$ cat src/rtl/OpTypes.sv
// ============================================================================
// Module   : OpTypes (package)
// Purpose  : Command and state encodings shared by the mul/div unit.
// Revision : 1.0 - initial release
// ============================================================================
`default_nettype none

package OpTypes;

    // Encoding follows the RISC-V M-extension funct3 ordering.
    typedef enum logic [2:0] {
        Mul    = 3'd0,
        Mulh   = 3'd1,
        Mulhsu = 3'd2,
        Mulhu  = 3'd3,
        Div    = 3'd4,
        Divu   = 3'd5,
        Rem    = 3'd6,
        Remu   = 3'd7
    } MulDivCommand;

    typedef enum logic [1:0] {
        Idle    = 2'd0,
        Compute = 2'd1,
        Done    = 2'd2
    } MulDivState;

    localparam int MulDivIterations = 32;

    function automatic logic is_mul(input MulDivCommand c);
        return c inside {Mul, Mulh, Mulhsu, Mulhu};
    endfunction

endpackage

`default_nettype wire

$ cat src/rtl/mul_div_unit_divider.sv
// ============================================================================
// Module   : mul_div_divider
// Purpose  : Unsigned restoring divider retiring one quotient bit per step.
// Revision : 1.0 - initial release
// ============================================================================
`default_nettype none

module mul_div_divider (
    input  logic        clk,
    input  logic        rst,
    input  logic        load,
    input  logic        step,
    input  logic [31:0] dividend,
    input  logic [31:0] divisor,
    output logic [31:0] quotient,
    output logic [31:0] remainder
);

    logic [31:0] quo_q, quo_d;
    logic [31:0] rem_q, rem_d;
    logic [31:0] dvs_q, dvs_d;
    logic [32:0] shifted;
    logic        fits;
    logic [31:0] quo_nxt, rem_nxt;

    // A successful trial subtract is below the divisor, so 32 bits hold it.
    assign shifted = {rem_q, quo_q[31]};
    assign fits    = shifted >= {1'b0, dvs_q};
    assign rem_nxt = fits ? (shifted[31:0] - dvs_q) : shifted[31:0];
    assign quo_nxt = {quo_q[30:0], fits};

    // Outputs show the value after the step being taken this cycle.
    assign quotient  = quo_nxt;
    assign remainder = rem_nxt;

    always_comb begin
        quo_d = quo_q;
        rem_d = rem_q;
        dvs_d = dvs_q;
        if (load) begin
            quo_d = dividend;
            rem_d = '0;
            dvs_d = divisor;
        end else if (step) begin
            quo_d = quo_nxt;
            rem_d = rem_nxt;
        end
    end

    always_ff @(posedge clk or posedge rst) begin
        if (rst) begin
            quo_q <= '0;
            rem_q <= '0;
            dvs_q <= '0;
        end else begin
            quo_q <= quo_d;
            rem_q <= rem_d;
            dvs_q <= dvs_d;
        end
    end

endmodule

`default_nettype wire

$ cat src/rtl/mul_div_unit.sv
// ============================================================================
// Module   : mul_div_unit
// Purpose  : Iterative RV32M multiply/divide unit. Define MUL_DIV_FAST_MUL_EN
//            for a single-cycle multiplier on all multiply commands.
// Revision : 1.0 - initial release
// ============================================================================
`default_nettype none

module mul_div_unit
    import OpTypes::*;
(
    input  logic         clk,
    input  logic         rst,
    input  logic         start,
    input  logic         flush,
    input  MulDivCommand command,
    input  logic [31:0]  src1,
    input  logic [31:0]  src2,
    output logic         busy,
    output logic         done,
    output logic [31:0]  result
);

    MulDivState   state_q, state_d;
    MulDivCommand cmd_q, cmd_d;
    logic [4:0]   cnt_q, cnt_d;
    logic [31:0]  mcand_q, mcand_d;
    logic [63:0]  prod_q, prod_d;
    logic         neg_q, neg_d;
    logic         rneg_q, rneg_d;
    logic [31:0]  result_q, result_d;

    logic         a_sgn, b_sgn;
    logic [31:0]  a_mag, b_mag;
    logic         div_load, div_step;
    logic [31:0]  div_quo, div_rem;
    logic [32:0]  mul_sum;
    logic [63:0]  prod_nxt, prod_fix;
    logic [31:0]  quo_fix, rem_fix;

    assign a_sgn = command inside {Mulh, Mulhsu, Div, Rem};
    assign b_sgn = command inside {Mulh, Div, Rem};
    assign a_mag = (a_sgn && src1[31]) ? -src1 : src1;
    assign b_mag = (b_sgn && src2[31]) ? -src2 : src2;

    // Shift-add on magnitudes: multiplier sits in the low half and drains out.
    assign mul_sum  = {1'b0, prod_q[63:32]} + (prod_q[0] ? {1'b0, mcand_q} : 33'd0);
    assign prod_nxt = {mul_sum, prod_q[31:1]};
    assign prod_fix = neg_q ? -prod_nxt : prod_nxt;
    assign quo_fix  = neg_q ? -div_quo : div_quo;
    assign rem_fix  = rneg_q ? -div_rem : div_rem;

`ifdef MUL_DIV_FAST_MUL_EN
    logic signed [65:0] fast_prod;
    assign fast_prod = $signed({a_sgn & src1[31], src1}) * $signed({b_sgn & src2[31], src2});
`endif

    mul_div_divider u_divider (
        .clk       (clk),
        .rst       (rst),
        .load      (div_load),
        .step      (div_step),
        .dividend  (a_mag),
        .divisor   (b_mag),
        .quotient  (div_quo),
        .remainder (div_rem)
    );

    always_comb begin
        state_d  = state_q;
        cmd_d    = cmd_q;
        cnt_d    = cnt_q;
        mcand_d  = mcand_q;
        prod_d   = prod_q;
        neg_d    = neg_q;
        rneg_d   = rneg_q;
        result_d = result_q;
        div_load = 1'b0;
        div_step = 1'b0;
        case (state_q)
            Idle: begin
                if (start && !flush) begin
                    cmd_d   = command;
                    cnt_d   = '0;
                    mcand_d = a_mag;
                    prod_d  = {32'd0, b_mag};
                    neg_d   = (a_sgn & src1[31]) ^ (b_sgn & src2[31]);
                    rneg_d  = a_sgn & src1[31];
                    if (is_mul(command)) begin
`ifdef MUL_DIV_FAST_MUL_EN
                        result_d = (command == Mul) ? fast_prod[31:0] : fast_prod[63:32];
                        state_d  = Done;
`else
                        state_d  = Compute;
`endif
                    end else if (src2 == 32'd0) begin
                        result_d = (command inside {Div, Divu}) ? 32'hFFFF_FFFF : src1;
                        state_d  = Done;
                    end else if ((command inside {Div, Rem}) &&
                                 src1 == 32'h8000_0000 && src2 == 32'hFFFF_FFFF) begin
                        result_d = (command == Div) ? 32'h8000_0000 : 32'd0;
                        state_d  = Done;
                    end else begin
                        div_load = 1'b1;
                        state_d  = Compute;
                    end
                end
            end
            Compute: begin
                cnt_d = cnt_q + 5'd1;
                if (is_mul(cmd_q)) prod_d = prod_nxt;
                else               div_step = 1'b1;
                if (cnt_q == 5'(MulDivIterations - 1)) begin
                    state_d = Done;
                    if (is_mul(cmd_q))
                        result_d = (cmd_q == Mul) ? prod_fix[31:0] : prod_fix[63:32];
                    else
                        result_d = (cmd_q inside {Div, Divu}) ? quo_fix : rem_fix;
                end
            end
            Done:    state_d = Idle;
            default: state_d = Idle;
        endcase
        // Abort wins over everything, including a completion on this edge.
        if (flush) begin
            state_d  = Idle;
            result_d = result_q;
        end
    end

    always_ff @(posedge clk or posedge rst) begin
        if (rst) begin
            state_q  <= Idle;
            cmd_q    <= Mul;
            cnt_q    <= '0;
            mcand_q  <= '0;
            prod_q   <= '0;
            neg_q    <= 1'b0;
            rneg_q   <= 1'b0;
            result_q <= '0;
        end else begin
            state_q  <= state_d;
            cmd_q    <= cmd_d;
            cnt_q    <= cnt_d;
            mcand_q  <= mcand_d;
            prod_q   <= prod_d;
            neg_q    <= neg_d;
            rneg_q   <= rneg_d;
            result_q <= result_d;
        end
    end

    assign busy   = (state_q != Idle);
    assign done   = (state_q == Done);
    assign result = result_q;

endmodule

`default_nettype wire

$ cat config.mk
export PLATFORM = sky130hd
export DESIGN_NAME = mul_div_unit
export DESIGN_NICKNAME = d
export VERILOG_FILES = /design/src/rtl/OpTypes.sv /design/src/rtl/mul_div_unit_divider.sv /design/src/rtl/mul_div_unit.sv
export SDC_FILE = /design/constraint.sdc
export NUM_CORES = 1
export LEC_CHECK = 0
export CORE_MARGIN = 2
export CORE_UTILIZATION = 62
export CTS_CLUSTER_SIZE = 8
export DETAILED_ROUTE_END_ITERATION = 10
export PLACE_DENSITY = 0.9
export SKIP_CTS_REPAIR_TIMING = 1
export SLEW_MARGIN = 20
export SYNTH_ARGS = -nofsm -noshare
export SYNTH_HDL_FRONTEND = slang
export SYNTH_HIERARCHICAL = 1
export SYNTH_SLANG_ARGS = --single-unit
$ cat constraint.sdc
create_clock -name clk -period 6.65 [get_ports clk]
set_input_delay 1.33 -clock clk [delete_from_list [all_inputs] [get_ports clk]]
set_output_delay 1.33 -clock clk [all_outputs]
set_load 0.005 [all_outputs]
# Word level (Yosys, flattened, before mapping)
# Cells that the tools add are included.
# totals
reg_bits	236
inputBits	71
output_inout_bits	34
word_cells	113
# op_classes
n_addsub	8
magnitude_cmp	1
n_eq_ne	23
mux	41
bitwise	4
n_reduce_logical	25
# ops
cell	n
two-way mux 32 bit	20
two-way mux 64 bit	3
negation 32 bit	4
case mux 64 bit (2 select lines)	1
== test 32 bit, second input constant	2
negation 64 bit	1
case mux 32 bit (2 select lines)	1
adder 32 x 32 -> 33 bit	1
greater-or-equal comparator 33 x 32 -> 1 bit	1
zero test 32 bit	1
subtractor 32 bit	1
== test 3 bit, second input constant	5
== test 3 x 2 -> 1 bit, second input constant	4
two-way mux 2 bit	6
nonzero test 2 bit	6
nonzero test 4 bit	3
case mux 5 bit (2 select lines)	1
!= test 3 bit, second input constant	3
!= test 2 bit, second input constant	4
two-way mux 1 bit	7
== test 3 x 1 -> 1 bit, second input constant	2
zero test 3 bit	2
AND reduction 2 bit	3
AND reduction 6 bit	1
14 further kinds	19

# Logic depth before layout (Yosys ltp)
# Gate-level depths: netlist of run 1.
# logic_depth
word_depth	10
depth_mapped	26
depth_no_buf	23

# Cells and area by module
# The synthesis of run 1 kept the hierarchy.
# modules_own_cells
mod	n_inst	cells_per_inst	area_each_um2
mul_div_unit	1	1768	13649.3
mul_div_divider	1	787	6769.0

# Worst setup path before layout of run 1
# No wires, ideal clock.
# synth_timing
kind	reg2reg
start	register u_divider.rem_q[0]
end	register result_q[28], in the netlist result[28]
t_arrival_ns	4.868
required_time_ns	6.532
slack_ns	1.664
path_stages_with_launch	23
path_buffers	1
path_cell_list	dfrtp_1 ha_1 nor2b_1 o2111ai_1 a2111oi_4 nor3_2 a21oi_2 a21oi_4 inv_4 buf_6 mux2_4 inv_1 ha_1 or4b_2 nor4_1 nand4_1 o31ai_1 xor2_1 nand2_1 o21ai_0 o21ai_0 mux2_2 a21o_1
# synth_via
elab_chain_cells	8
word_cells_on_any_way	11
# synth_rtl
item	line	rtl
start: declaration	mul_div_unit_divider.sv:20	logic [31:0] rem_q, rem_d;
start signal: assignment	mul_div_unit_divider.sv:57	rem_q <= rem_d;
subtractor 32 bit / greater-or-equal comparator 33 x 32 -> 1 bit (equally long branches)	mul_div_unit_divider.sv:29, mul_div_unit_divider.sv:28	
two-way mux 32 bit *	mul_div_unit_divider.sv:29	assign rem_nxt = fits ? (shifted[31:0] - dvs_q) : shifted[31:0];
named net div_rem[1]	mul_div_unit.sv:36	logic [31:0] div_quo, div_rem;
negation 32 bit *	mul_div_unit.sv:51	assign rem_fix = rneg_q ? -div_rem : div_rem;
two-way mux 32 bit *	mul_div_unit.sv:51	
two-way mux 32 bit *	mul_div_unit.sv:118	result_d = (cmd_q inside {Div, Divu}) ? quo_fix : rem_fix;
two-way mux 32 bit *	mul_div_unit.sv:115	if (is_mul(cmd_q))
two-way mux 32 bit *	mul_div_unit.sv:113	if (cnt_q == 5'(MulDivIterations - 1)) begin
case mux 32 bit (2 select lines) *	mul_div_unit.sv:80	case (state_q)
end signal: assignment	mul_div_unit.sv:149	result_q <= result_d;
end: declaration	mul_div_unit.sv:31	logic [31:0] result_q, result_d;
# The timed path passes the listed nets; every way through them passes the cells marked *. The select of a mux whose other input is x is not followed.
# A chain may end at the register's enable or synchronous reset.

# Worst setup path after layout of run 1
# layout_timing
start	register u_divider.rem_q[22]
end	register result_q[28], in the netlist result[28]
# layout_via
elab_chain_cells	8
word_cells_on_any_way	11
# layout_rtl
item	line	rtl
greater-or-equal comparator 33 x 32 -> 1 bit	mul_div_unit_divider.sv:28	assign fits = shifted >= {1'b0, dvs_q};
named net div_quo[0]	mul_div_unit.sv:36	
two-way mux 32 bit	mul_div_unit_divider.sv:29	
named net div_rem[1]	mul_div_unit.sv:36	
negation 32 bit	mul_div_unit.sv:51	
two-way mux 32 bit	mul_div_unit.sv:51	
two-way mux 32 bit	mul_div_unit.sv:118	
two-way mux 32 bit	mul_div_unit.sv:115	
two-way mux 32 bit	mul_div_unit.sv:113	
case mux 32 bit (2 select lines)	mul_div_unit.sv:80	
# The timed path passes the listed nets, and every way through them passes these cells. The select of a mux whose other input is x is not followed.

==> metrics.txt, run 1 <==
Max Buffers Root-to-Sink=3; port buffer count=104; antenna cell count=0; gr ovfl total=0; syn avg cell area=between 7 and 8 µm²; power per cell area=410.8 nW/µm²; initial antenna violation count=0; crit path cell chain=ha_1, nand2_1, nor4_2, a21o_1, o22ai_1, a21oi_2, a21oi_4, inv_4, mux2_4, inv_1, ha_1, or4b_2, nor4_1, buf_4, nand4_1, o31ai_1, xor2_1, nand2_1, o21ai_0, o21ai_0, mux2_2, a21o_1; initial DRC count=3056; status=complete, no violations; Max Cap Viol=0; RePlAce Congestion=1.004; Hold Vio Cnt, Final=0; vias in the first global route=approximately 19000; Post-Syn Instances=about 2600; routed len/inst=between 20 and 25 µm; Ports=between 100 and 150; Yosys warnings=6; Pleak=around 9.3 nW; final wirelength=71770 µm; clock-pin slew on the worst setup and hold paths=approximately 50 ps; hold slack=463.6 ps; critical path class=reg -> reg; Seq/Total Area, Yosys=28.92%; area grow syn2layout=9.559%; post-synth net total=between 2000 and 3000; Detailed Place HPWL=between 50000 and 60000 µm; CP bufs+invs=3; via density per instance=slightly below 7; Place WS=about 1100 ps; post-place instance area=around 21000 µm²; Synth Cell Area=roughly 20000 µm²; Primary FF master, synth=dfrtp_1; Layout Nets=between 2000 and 3000; first drt pass iteration count=7; Worst Skew=~20 ps; min-delay worst type=reg -> reg; Worst Reg2Reg Path Length in Cells=22; final core utilization=between 60% and 70%; flops & latches, synth=236; RSZ-0062 raised after global routing=false; number of placed instances, taps included=slightly below 3000; Crit-path slowest cell=or4b_2; critical path capture point type=flip-flop; chip height=between 150 and 200 µm; Routed Antenna Nets=0; critical path's top delay family=simple AND/OR/NAND/NOR gates; DIE AREA=approximately 34000 µm²; Max Slew Vio Count=0; final setup margin=between 900 and 1000 ps; CTS tree=yes; CTS Buf Count=35; CTS Sinks=236; # H-tree levels=2; DRC violation count after routing=0; crit-path max FO=32; WP data required=~7000 ps; initial core utilization=62.92%; Fmax=approximately 0.18 GHz; Tmin final=~5700 ps; EDFF count, synth=0; Post-Layout Cell Count=between 2000 and 3000; CP peak stage delay=660 ps; global-route usage over all layers=between 40% and 50%; worst relative slew slack=25.96%; detailed-route via count=20500; first-pass GRT wire length=109800 µm; fraction of registers with async set/reset=100.0%; Pwr Total=9.189 mW; design area=between 20000 and 25000 µm²; setup TNS=0 ps; largest net degree at the start of global routing=approximately 150; WP depth=22; crit path launch type=flip-flop; peak supply drop=between 0.0003 and 0.0004 V; number of cell rows=66; die width=185.5 µm; crit path DAT=6130 ps; Worst Tran Pin Value=about 1100 ps; synth unique cells=about 110; layout cells sized above 1=under 10%; final period utilization=around 86%; Clock Latency Late Sink=560 ps; hold path depth=2; setup violators final=0; Core ar.=32450 µm²; CTS root buffer=clkbuf_16
-- tightest hold or removal path, cell delays in order, from the launching register on --
cell,delay (ps)
dfrtp_1,330
nand2_1,50
nand2_1,60
-- final timing paths --
kind,endpoint,start,slack (ps)
max,result[28]$_DFFE_PP0P_,u_divider/rem_q[22]$_DFFE_PP0P_,960
min,mcand_q[1]$_DFFE_PP0P_,mcand_q[1]$_DFFE_PP0P_,460
min in group asynchronous,u_divider/quo_q[26]$_DFFE_PP0P_,rst,1290
max in group asynchronous,neg_q$_DFFE_PP0P_,rst,3950
min reg2reg,mcand_q[1]$_DFFE_PP0P_,mcand_q[1]$_DFFE_PP0P_,460
max reg2reg,result[28]$_DFFE_PP0P_,u_divider/rem_q[22]$_DFFE_PP0P_,960
-- kinds of logic after synthesis --
kind of cell             count (synthesis)  synth area share, %
AO/OA/AOI/OAI                          754                24.79
XOR/XNOR                               212                9.094
flip-flops                             236                28.92
multiplexers                            79                4.240
adder cells (fa/ha/maj)                 74                4.608
buffers and inverters                  278                6.428
AND/OR/NAND/NOR                        922                21.92
-- registers in the layout, summed over array words and instances, names as in the netlist --
| signal | cells |
|---|---|
| prod_q | 64 |
| u_divider/dvs_q | 32 |
| state_q | 2 |
| rneg_q | 1 |
| u_divider/quo_q | 32 |
| cnt_q | 5 |
| mcand_q | 32 |
| neg_q | 1 |
| u_divider/rem_q | 32 |
| result | 32 |
| cmd_q | 3 |
-- power by group --
group	internal [mW]	total [mW]	leakage, nW	switching, mW
sequential	1.79	2.18	2.95	0.388
clock	0.971	1.65	0.466	0.681
combinational	1.99	5.36	5.93	3.37
-- synth_stat cells, types with 12 or more instances --
library cell  instances  share of area [%]
nand2_1             359                6.6
o21ai_0             261                6.4
dfrtp_1             236                 29
nor2_1              213                3.9
xnor2_1             129                5.5
a21oi_1             125                3.1
clkbuf_1            106                1.9
inv_1                97                1.8
xor2_1               83                3.6
ha_1                 72                4.4
mux2i_1              55                2.7
o31ai_1              46                1.7
and2_1               45                1.4
nor3_1               45                1.1
nand3_1              40               0.98
o211ai_1             39                1.4
buf_4                34                1.3
o21a_1               31                1.1
nand4_1              30               0.92
nor4_1               30               0.92
or3_1                30               0.92
a211o_1              28                1.2
a21o_1               22               0.81
a22o_1               22               0.94
o41ai_1              22               0.94
a211oi_1             21               0.77
and3_1               21               0.64
a41oi_1              20               0.86
nand2b_1             17               0.52
buf_2                16               0.39
a31oi_1              15               0.46
or4_1                13               0.48
mux2_2               12               0.66
mux2_4               12               0.88
-- metal layers --
metal	share of wire, %	wire length (µm)	vias to the layer above	global-route usage [%]
met4	6.6	4762	0	25.02
met3	12	8543	276	8.687
met2	42	30150	1431	61.25
met5	0	0	-	0
li1	-	-	9125	-
met1	39	28310	9664	56.54
-- area by class of cell --
cell class	count	area, µm²
clock buffers	40	925.9
clock inverters	2	25.02
fillers	2665	10080
inverters	99	381.6
multi-input cells	2041	13250
flip-flops and latches	236	5907
well taps	442	553.0
repair buffers	139	1329
-- layout by cell type (no fill, tap or decap), types with 28 or more instances in the layout --
cell             count
nand3_1             40
o31ai_1             46
or3_1               30
nand2_1            358
a21oi_1            125
mux2i_1             55
xor2_1              83
nor4_1              29
o21ai_0            261
buf_4               33
a211o_1             28
and2_1              45
ha_1                72
nor2_1             211
clkbuf_16           36
nor3_1              44
o21a_1              31
xnor2_1            129
o211ai_1            39
inv_1               94
clkdlybuf4s50_1    104
nand4_1             30
dfrtp_1            235
(Power assumes the default switching activity.)
==> run 2, diff against run 1 <==
--- a/config.mk
+++ b/config.mk
@@ -10,6 +10,7 @@
 export CTS_CLUSTER_SIZE = 8
 export DETAILED_ROUTE_END_ITERATION = 10
 export PLACE_DENSITY = 0.9
+export REMOVE_ABC_BUFFERS = 1
 export SKIP_CTS_REPAIR_TIMING = 1
 export SLEW_MARGIN = 20
 export SYNTH_ARGS = -nofsm -noshare
==> run 2 against run 1 <==
- cell area shrank 0.32%
- first-iteration DRC count fell by 10%
- sequential share of layout area up 0.092 points
- non-clock buffer count fell by 1
- count of clock-buffer cells in the layout is the same
- combinational power down 2%
- critical path type unchanged
- largest cell class unchanged
- highest routed layer unchanged
==> metrics.txt, run 2 (synthesis gave the netlist of run 1 again) <==
Post-Layout Cell Count=2997 (-0.067%); detailed-route via count=20520 (+0.13%); commonest non-fill, non-tap cells in the layout=358 x nand2_1, 261 x o21ai_0, 234 x dfrtp_1; setup TNS=0 ps (unchanged); Max Cap Viol=0 (unchanged); critical path class=reg -> reg; global-route usage over all layers=38.63% (-3.1 points); Clock Latency Late Sink=510 ps (-50 ps); CP bufs+invs=1 (-2); peak supply drop=0.0002442 V (-25%); # fillers=2605 (-2.3%); P_sw=4.308 mW (-2.9%); port buffer count=104 (unchanged); initial DRC count=2739 (-10%); final wirelength=67040 µm (-6.6%); gr ovfl total=0 (unchanged); Most flops, register=prod_q; clock network power share=17.5% (-0.5 points); # H-tree levels=2 (unchanged); crit-path max FO=23 (-28%); Place WS=1176 ps (+121.8 ps); max reg flops=64 (unchanged); via density per instance=6.848 (+0.19%); final period utilization=88.01% (+2.4 points); commonest non-fill, non-tap cell in the layout=nand2_1; Pwr Total=9.028 mW (-1.8%); Hold Vio Cnt, Final=0 (unchanged); die width=185.5 µm (unchanged); RePlAce Congestion=1.027 (+2.3%); vias in the first global route=19320 (+2.0%); crit path cell chain=ha_1, nor2b_1, o2111ai_1, a2111oi_4, nor3_2, a21oi_2, a21oi_4, inv_4, mux2_2, or4_1, nor3_1, nand3_1, o41ai_1, xnor2_1, mux2i_1, o211a_1, nor2_1, a211oi_1, nor3b_1; critical path's top delay family=simple AND/OR/NAND/NOR gates; worst relative slew slack=23.05% (-2.9 points); Worst Tran Pin Value=1144 ps (+33.06 ps); min-delay worst type=reg -> reg; Comb power frac=58.4% (about the same); Sequential Power Share=24.1% (+0.4 points); switching share of power=47.72% (-0.59 points); status=complete, no violations; DIE AREA=34400 µm² (unchanged); Tmin final=5853 ps (+161.7 ps); Worst Skew=14.94 ps (-5.040 ps); chip height=185.5 µm (unchanged); setup violators final=0 (unchanged); layout cells sized above 1=6.888% (-0.15 points); CTS Sinks=236 (unchanged); final setup margin=797.1 ps (-161.7 ps); area grow syn2layout=9.204%; Ports=105 (unchanged); design area=22300 µm² (-0.32%); Routed Antenna Nets=0 (unchanged); number of cell rows=66 (unchanged); Detailed Place HPWL=49000 µm (-8.1%); post-place instance area=21390 µm² (about the same); WP data required=7050 ps (-40 ps); antenna cell count=0 (unchanged); CTS Buf Count=35 (unchanged); Crit-path slowest cell=or4_1; CP peak stage delay=600 ps (-60 ps); crit path launch type=flip-flop; number of placed instances, taps included=2956 (-0.034%); initial antenna violation count=2 (+2); Max Buffers Root-to-Sink=3 (unchanged); critical path capture point type=flip-flop; initial core utilization=62.92% (unchanged); first drt pass iteration count=6 (-1); Int Power=4.719 mW (-0.65%); CTS root buffer=clkbuf_16; Fmax=0.1709 GHz (-2.8%); routed len/inst=22.37 µm (-6.5%); RSZ-0062 raised after global routing=false; Core ar.=32450 µm² (unchanged); DRC violation count after routing=0 (unchanged); CTS tree=yes; crit path DAT=6260 ps (+130 ps); Layout Nets=2696 (-0.037%); power per cell area=404.9 nW/µm² (-1.4%); first-pass GRT wire length=104300 µm (-5.0%); Pleak=9.311 nW (-0.35%); largest net degree at the start of global routing=103 (-32%); clock-pin slew on the worst setup and hold paths=50 ps (about the same); Max Slew Vio Count=0 (unchanged)
[run 2: power groups by stage]
stage / clock network [mW] / registers [mW] / logic, mW
5_1_grt: 1.64 / 2.21 / 5.64
4_1_cts: 1.58 / 2.15 / 5.11
3_5_place_dp: 0 / 2.17 / 5.07
3_3_place_gp: 0 / 2.14 / 4.95
6_report: 1.58 / 2.17 / 5.27
2_1_floorplan: 0 / 2.07 / 3.71
[run 2: worst paths after layout]
kind / cells after the start / to / slack (ps) / startpoint
setup / recovery: 19 / result[31]$_DFFE_PP0P_ / 800 / u_divider/rem_q[0]$_DFFE_PP0P_
hold reg to reg: 2 / mcand_q[12]$_DFFE_PP0P_ / 470 / mcand_q[12]$_DFFE_PP0P_
hold / removal: 2 / mcand_q[12]$_DFFE_PP0P_ / 470 / mcand_q[12]$_DFFE_PP0P_
setup reg to reg: 19 / result[31]$_DFFE_PP0P_ / 800 / u_divider/rem_q[0]$_DFFE_PP0P_
max in group asynchronous: 3 / result[17]$_DFFE_PP0P_ / 3950 / rst
min in group asynchronous: 2 / u_divider/rem_q[19]$_DFFE_PP0P_ / 1400 / rst
[run 2: stage by stage]
stage | util [%] | hold WS [ps]
floorplan | - | 437.4
global placement | 65.91 | 452.4
detailed placement | 65.91 | 454.8
CTS | 68.69 | 467.1
global route | 68.71 | 483.1
finish | 68.71 | 465.5
[run 2: worst reg2reg max path, delay by kind of cell (launching register included)]
| family | cells | cell delay [ps] |
|---|---|---|
| AND/OR/NAND/NOR | 7 | 2130 |
| AO/OA/AOI/OAI | 7 | 1920 |
| multiplexers | 2 | 540 |
| flip-flops | 1 | 430 |
| adder cells (fa/ha/maj) | 1 | 320 |
| buffers and inverters | 1 | 240 |
| XOR/XNOR | 1 | 170 |
[run 2: area by class of cell]
| type | instances | area (µm²) | area share (%) |
|---|---|---|---|
| Inverter | 99 | 381.6 | 1.711 |
| Tap cell | 442 | 553.0 | 2.480 |
| Sequential cell | 236 | 5908 | 26.50 |
| Clock buffer | 40 | 894.6 | 4.012 |
| Multi-Input combinational cell | 2041 | 13240 | 59.39 |
| Timing Repair Buffer | 138 | 1309 | 5.870 |
| Clock inverter | 1 | 8.758 | 0.03928 |
[run 2: layer usage]
layer | vias to the layer above | wire (µm) | GRT usage (%)
met1 | 9702 | 26810 | 52.10
met5 | - | 0 | 0
met2 | 1404 | 29020 | 59.36
li1 | 9145 | - | -
met3 | 271 | 7525 | 7.161
met4 | 0 | 3690 | 19.75
